<file path="src/rtl/mult_sequencer_pkg.sv">
// Shared types and constants for the multiply sequencer.
// State codes, multiply mode codes, word width and default timeout.
package mult_sequencer_pkg;

    localparam int WORD = 64;
    localparam int DEF_TIMEOUT = 80;

    localparam logic [1:0] MULT_LO = 2'b00;
    localparam logic [1:0] MULT_SH = 2'b01;
    localparam logic [1:0] MULT_UH = 2'b10;
    localparam logic [1:0] MULT_IL = 2'b11;

    typedef enum logic [2:0] {
        S_IDLE  = 3'd0,
        S_START = 3'd1,
        S_WAIT  = 3'd2,
        S_WB    = 3'd3,
        S_ABORT = 3'd4
    } state_t;

endpackage

</file>
<file path="src/rtl/mult_sequencer_wait_counter.sv">
// Saturating WAIT-cycle counter for the multiply sequencer.
// Flags expiry once TIMEOUT-1 further cycles have been counted.
module wait_counter #(
    parameter int TIMEOUT = 80
) (
    input  logic clk,
    input  logic reset,
    input  logic clear,
    input  logic enable,
    output logic expired
);

    localparam int CW = $clog2(TIMEOUT) + 1;

    logic [CW-1:0] count;

    always_ff @(posedge clk) begin
        if (reset || clear) begin
            count <= '0;
        end else if (enable && count != '1) begin
            count <= count + 1'b1;
        end
    end

    assign expired = (count == CW'(TIMEOUT - 1));

endmodule

</file>
<file path="src/rtl/mult_sequencer.sv">
// Sequences the iterative multiplier: start pulse, bounded wait,
// result capture and a one-cycle register write.
module mult_sequencer
    import mult_sequencer_pkg::*;
#(
    parameter int TIMEOUT = DEF_TIMEOUT
) (
    input  logic            clk,
    input  logic            reset,
    input  logic            instr_valid,
    input  logic            is_mult,
    input  logic [1:0]      mode_in,
    input  logic            mult_done,
    input  logic [WORD-1:0] mult_result,
    output logic            mult_start,
    output logic [1:0]      mult_mode,
    output logic            execute_result_loc,
    output logic            stall_pc,
    output logic            reg_write_en,
    output logic [WORD-1:0] result,
    output logic            busy,
    output logic            timeout_err,
    output logic            illegal_op
);

    state_t state;
    state_t next;
    logic   expired;
    logic   is_mul_op;
    logic   accept;
    logic   to_abort;

    assign is_mul_op = instr_valid & is_mult;
    assign accept    = is_mul_op & (mode_in != MULT_IL);
    assign to_abort  = (state == S_WAIT) & ~mult_done & expired;

    wait_counter #(
        .TIMEOUT(TIMEOUT)
    ) u_wait_counter (
        .clk    (clk),
        .reset  (reset),
        .clear  (state == S_START),
        .enable ((state == S_WAIT) & ~mult_done),
        .expired(expired)
    );

    always_ff @(posedge clk) begin
        if (reset) begin
            state <= S_IDLE;
        end else begin
            state <= next;
        end
    end

    // mult_done is only honoured in WAIT, so stale completions are dropped.
    always_comb begin
        next = state;
        unique case (state)
            S_IDLE:  if (accept) next = S_START;
            S_START: next = S_WAIT;
            S_WAIT: begin
                if (mult_done) begin
                    next = S_WB;
                end else if (expired) begin
                    next = S_ABORT;
                end
            end
            S_WB:    next = S_IDLE;
            S_ABORT: next = S_IDLE;
            default: next = S_IDLE;
        endcase
    end

    always_ff @(posedge clk) begin
        if (reset) begin
            mult_mode   <= MULT_LO;
            result      <= '0;
            timeout_err <= 1'b0;
        end else begin
            if (state == S_IDLE && accept) begin
                mult_mode <= mode_in;
            end
            if (state == S_WAIT && mult_done) begin
                result <= mult_result;
            end
            if (to_abort) begin
                timeout_err <= 1'b1;
            end
        end
    end

    always_comb begin
        mult_start         = 1'b0;
        execute_result_loc = 1'b0;
        stall_pc           = 1'b0;
        reg_write_en       = 1'b0;
        busy               = 1'b1;
        illegal_op         = 1'b0;
        unique case (state)
            S_IDLE: begin
                busy       = 1'b0;
                stall_pc   = accept;
                illegal_op = is_mul_op & (mode_in == MULT_IL);
            end
            S_START: begin
                mult_start         = 1'b1;
                execute_result_loc = 1'b1;
                stall_pc           = 1'b1;
            end
            S_WAIT: begin
                execute_result_loc = 1'b1;
                stall_pc           = 1'b1;
            end
            S_WB: begin
                execute_result_loc = 1'b1;
                reg_write_en       = 1'b1;
            end
            S_ABORT: ;
            default: busy = 1'b0;
        endcase
    end

endmodule

</file>
<file path="config.mk">
export PLATFORM = sky130hd
export DESIGN_NAME = mult_sequencer
export DESIGN_NICKNAME = d
export VERILOG_FILES = /design/src/rtl/mult_sequencer_pkg.sv /design/src/rtl/mult_sequencer_wait_counter.sv /design/src/rtl/mult_sequencer.sv
export SDC_FILE = /design/constraint.sdc
export NUM_CORES = 1
export LEC_CHECK = 0
export ABC_AREA = 0
export CORE_MARGIN = 2
export CORE_UTILIZATION = 36
export CTS_CLUSTER_SIZE = 25
export DETAILED_ROUTE_END_ITERATION = 8
export PLACE_DENSITY = 0.76
export SYNTH_ARGS = -nofsm -noshare
export SYNTH_HDL_FRONTEND = slang
export SYNTH_SLANG_ARGS = --single-unit
</file>
<file path="constraint.sdc">
create_clock -name clk -period 1.7 [get_ports clk]
set_clock_uncertainty 0.05 [all_clocks]
set_input_delay 0.51 -clock clk [delete_from_list [all_inputs] [get_ports clk]]
set_output_delay 0.51 -clock clk [all_outputs]
set_load 0.02 [all_outputs]
</file>
==> run_results.csv <==
group,metric,value,unit
status,status,"finished, violations left",
status,failed_checks,"negative setup slack",
timing,slew-limit-headroom,66.4,%
yosys,synth_edf_count,0,
clock_network,cts_tree,"built",
grt,grt_start_max_net_pins,50,
routing,routed_wl,7960,µm
timing,hold_ws,402,ps
critical_path,cp-start-kind,"flop",
yosys,synth_warnings,0,
routing,drt_first_pass_iters,4,
critical_path,arrival,1270,ps
routing,wl_per_cell,12.8,µm
timing,fin_setup_tns,-329,ps
yosys,synth_ff_type,"dfxtp_1",
finish,area_growth,62.3,%
finish,n_antenna_cell,0,
grt,grt_overflow_total,0,
place,hpwl,5780,µm
timing,rsz0062_at_grt,"true",
power_and_ir_drop,total_power,0.00377,W
place,dp_cells,601,
worst_hold_path,min_path_type,"reg2reg",
yosys,netlist_area,0.00291,mm²
grt,antenna_found_initial,0,
timing,fmax,546,MHz
finish,ff_latch_area,0.00157,mm²
worst_hold_path,worstHoldStart,"result[25]$_SDFFE_PP0P_",
place,io_buffers,143,
yosys,synth-async-reset-ratio,0,%
place,dp_worst_setup_slack,-882,ps
grt,grt_pass1_vias,2873,
clock_network,cts_buffer_depth,2,
timing,hold_violations,0,
timing,fin_crit,1830,ps
floorplanning,start_util,37.5,%
critical_path,cp.required,1140,ps
grt,track_usage,18.4,%
yosys,synth_cells,361,
routing,drt_iter0_markers,99,
routing,drc,0,
yosys,netlist_top_cells_area,"dfxtp_1 (54%), nand2_1 (17%), a21oi_1 (11%), nor2_1 (2.1%), clkbuf_1 (1.9%)",
power_and_ir_drop,switching_share,24.4,%
timing,worst_pin_slew,504,ps
power_and_ir_drop,clock_power_share,37.2,%
worst_hold_path,whs_endpoint,"result[25]$_SDFFE_PP0P_",
finish,layout.nets,585,
critical_path,reg2reg_setup_slack,70,ps
floorplanning,die_h,94.0,µm
power_and_ir_drop,seq_power_share,49.9,%
worst_hold_path,holdPathStages,2,
floorplanning,io_pins,144,
floorplanning,rows,32,
power_and_ir_drop,vdd_ir_drop_max,594,µV
clock_network,clock_sinks,78,
yosys,synth_nets,433,
grt,grt_pass1_wl,12900,µm
power_and_ir_drop,power.leakage,2.04,nW
timing,final_max_slew_viol_count,0,
finish,final_cells,620,
clock_network,root_buffer,"clkbuf_8",
floorplanning,die-area,0.00883,mm²
critical_path,r2r_cells,6,
clock_network,clkSlewWorstSetupHoldPaths,80,ps
critical_path,reg2reg_from,"state[1]$_SDFFE_PP0P_",
routing,viasPerCell,4.73,
floorplanning,coreArea,0.00777,mm²
timing,setup_ws,-130,ps
place,place.gp.congestion,0.863,
floorplanning,die_x,94.0,µm
critical_path,r2r-end,"u_wait_counter.count[7]$_SDFFE_PP0P_",
timing,setup_viol,4,
power_and_ir_drop,power_switching,0.000922,W
finish,fillerInstances,715,
yosys,synth.distinct_cells,35,
power_and_ir_drop,power.internal,0.00285,W
clock_network,cts_buffers,9,
yosys,seq_area_frac_synth,53.6,%
routing,via_count,2932,
finish,layout-drive-gt1-share,12.0,%
clock_network,clk_latency,340,ps
yosys,synth_top_cell_by_area,"dfxtp_1",
clock_network,cts.hold.buffers_added,0,
power_and_ir_drop,power_density,798,mW/mm²
power_and_ir_drop,p_comb_share,12.9,%
critical_path,criticalPathCategory,"reg2out",
critical_path,crit_path_max_fanout,3,
yosys,avgSynthCellArea,8.07,µm²
critical_path,crit_path_end_kind,"output port",
clock_network,htreeDepth,3,
timing,min_period_over_period,108,%
flow_run,drv_cap,0,
yosys,synth.top_cell.area_share,53.6,%
yosys,synth-seq-cells,78,
routing,postRouteAntennaNets,0,
finish,multiInputGateArea,0.00127,mm²
-- flip-flops by register name, indices dropped and copies added (netlist names) --
name / cells
result: 64
u_wait_counter.count: 8
state: 3
mult_mode: 2
timeout_err: 1
-- final cells by class --
type / count / share of cell area, %
Clock buffer: 10 / 2.91
Clock inverter: 6 / 1.46
Inverter: 3 / 0.238
Multi-Input combinational cell: 255 / 26.8
Sequential cell: 78 / 33.2
Tap cell: 102 / 2.70
Timing Repair Buffer: 166 / 32.7
-- cell usage after synthesis, types with 2 or more instances --
cell and n:
and3b_1 2, buf_2 8, inv_1 3, nand3_1 4, nand2_1 131, nor2_1 16, and2_1 2, xor2_1 6
o211ai_1 2, a31oi_1 2, a21oi_1 65, xnor2_1 2, o2111ai_1 2, clkbuf_1 15, and3_1 4, dfxtp_1 78
-- placed cells by master (no fill, tap or decap), types with 2 or more instances in the layout --
| cell | netlist | layout |
|---|---|---|
| buf_6 | 1 | 4 |
| and2_1 | 2 | 2 |
| buf_12 | 0 | 3 |
| clkdlybuf4s50_1 | 0 | 64 |
| o2111ai_1 | 2 | 2 |
| nand3_1 | 4 | 2 |
| xnor2_1 | 2 | 2 |
| dfxtp_4 | 0 | 2 |
| inv_1 | 3 | 3 |
| dlygate4sd2_1 | 0 | 72 |
| nand2_1 | 131 | 129 |
| nor2_1 | 16 | 13 |
| nand2_2 | 0 | 2 |
| clkinv_4 | 0 | 2 |
| xor2_1 | 6 | 6 |
| dfxtp_1 | 78 | 75 |
| and3_1 | 4 | 3 |
| o211ai_1 | 2 | 2 |
| buf_4 | 1 | 22 |
| nor2_4 | 1 | 3 |
| o21ai_1 | 1 | 2 |
| a31oi_1 | 2 | 2 |
| a21oi_1 | 65 | 65 |
| clkbuf_8 | 0 | 10 |
| nand3_2 | 0 | 2 |
-- worst max-delay path by stage --
stage,startpoint,to,slack [ps]
after floorplan,instr_valid,illegal_op,30
after CTS,state[1]$_SDFFE_PP0P_,illegal_op,-140
after global routing,state[1]$_SDFFE_PP0P_,illegal_op,-170
after detailed placement,instr_valid,illegal_op,-880
after global placement,instr_valid,illegal_op,-820
final,state[1]$_SDFFE_PP0P_,illegal_op,-130
-- metrics by stage --
stage / utilization (%) / cell area, µm²
after global placement: 58.5 / 4550
after global routing: 60.9 / 4730
after floorplan: - / 2910
final: 60.9 / 4730
after CTS: 60.7 / 4710
after detailed placement: 58.5 / 4550
-- what timing repair did --
action,4_1_cts,5_1_grt
setup endpoints to repair,74,6
resized for setup,120,3
hold endpoints to repair,0,0
buffers inserted,2,1
pin swaps,6,0
-- cell families after synthesis --
group	synth area share, %
simple gates	24.3
flops	53.6
compound gates	14.3
buf+inv	4.34
xor+xnor	2.40
mux	0.730
fa+ha+maj	0.429
-- routing by layer --
layer	global-route usage [%]	share of wire, %	wire [µm]	up-vias
met4	6.52	2.1	170	0
li1	-	-	-	1480
met1	20.3	40	3160	1335
met2	32.1	51	4030	102
met5	0	0	0	-
met3	7.22	7.4	592	15
-- power by group through the flow --
stage | Combinational (W) | Sequential [W] | Clock (W)
after global routing | 0.000526 | 0.00189 | 0.00152
final | 0.000486 | 0.00188 | 0.00141
after detailed placement | 0.000501 | 0.00193 | 0
after CTS | 0.000483 | 0.00188 | 0.00145
after global placement | 0.000494 | 0.00193 | 0
after floorplan | 0.000148 | 0.00197 | 0
-- critical path: stages (launching register included) --
cell	delay, ps
dfxtp_2	340
and3b_2	270
nand2_2	90
nor2_4	110
buf_6	120
(Power assumes the default switching activity.)
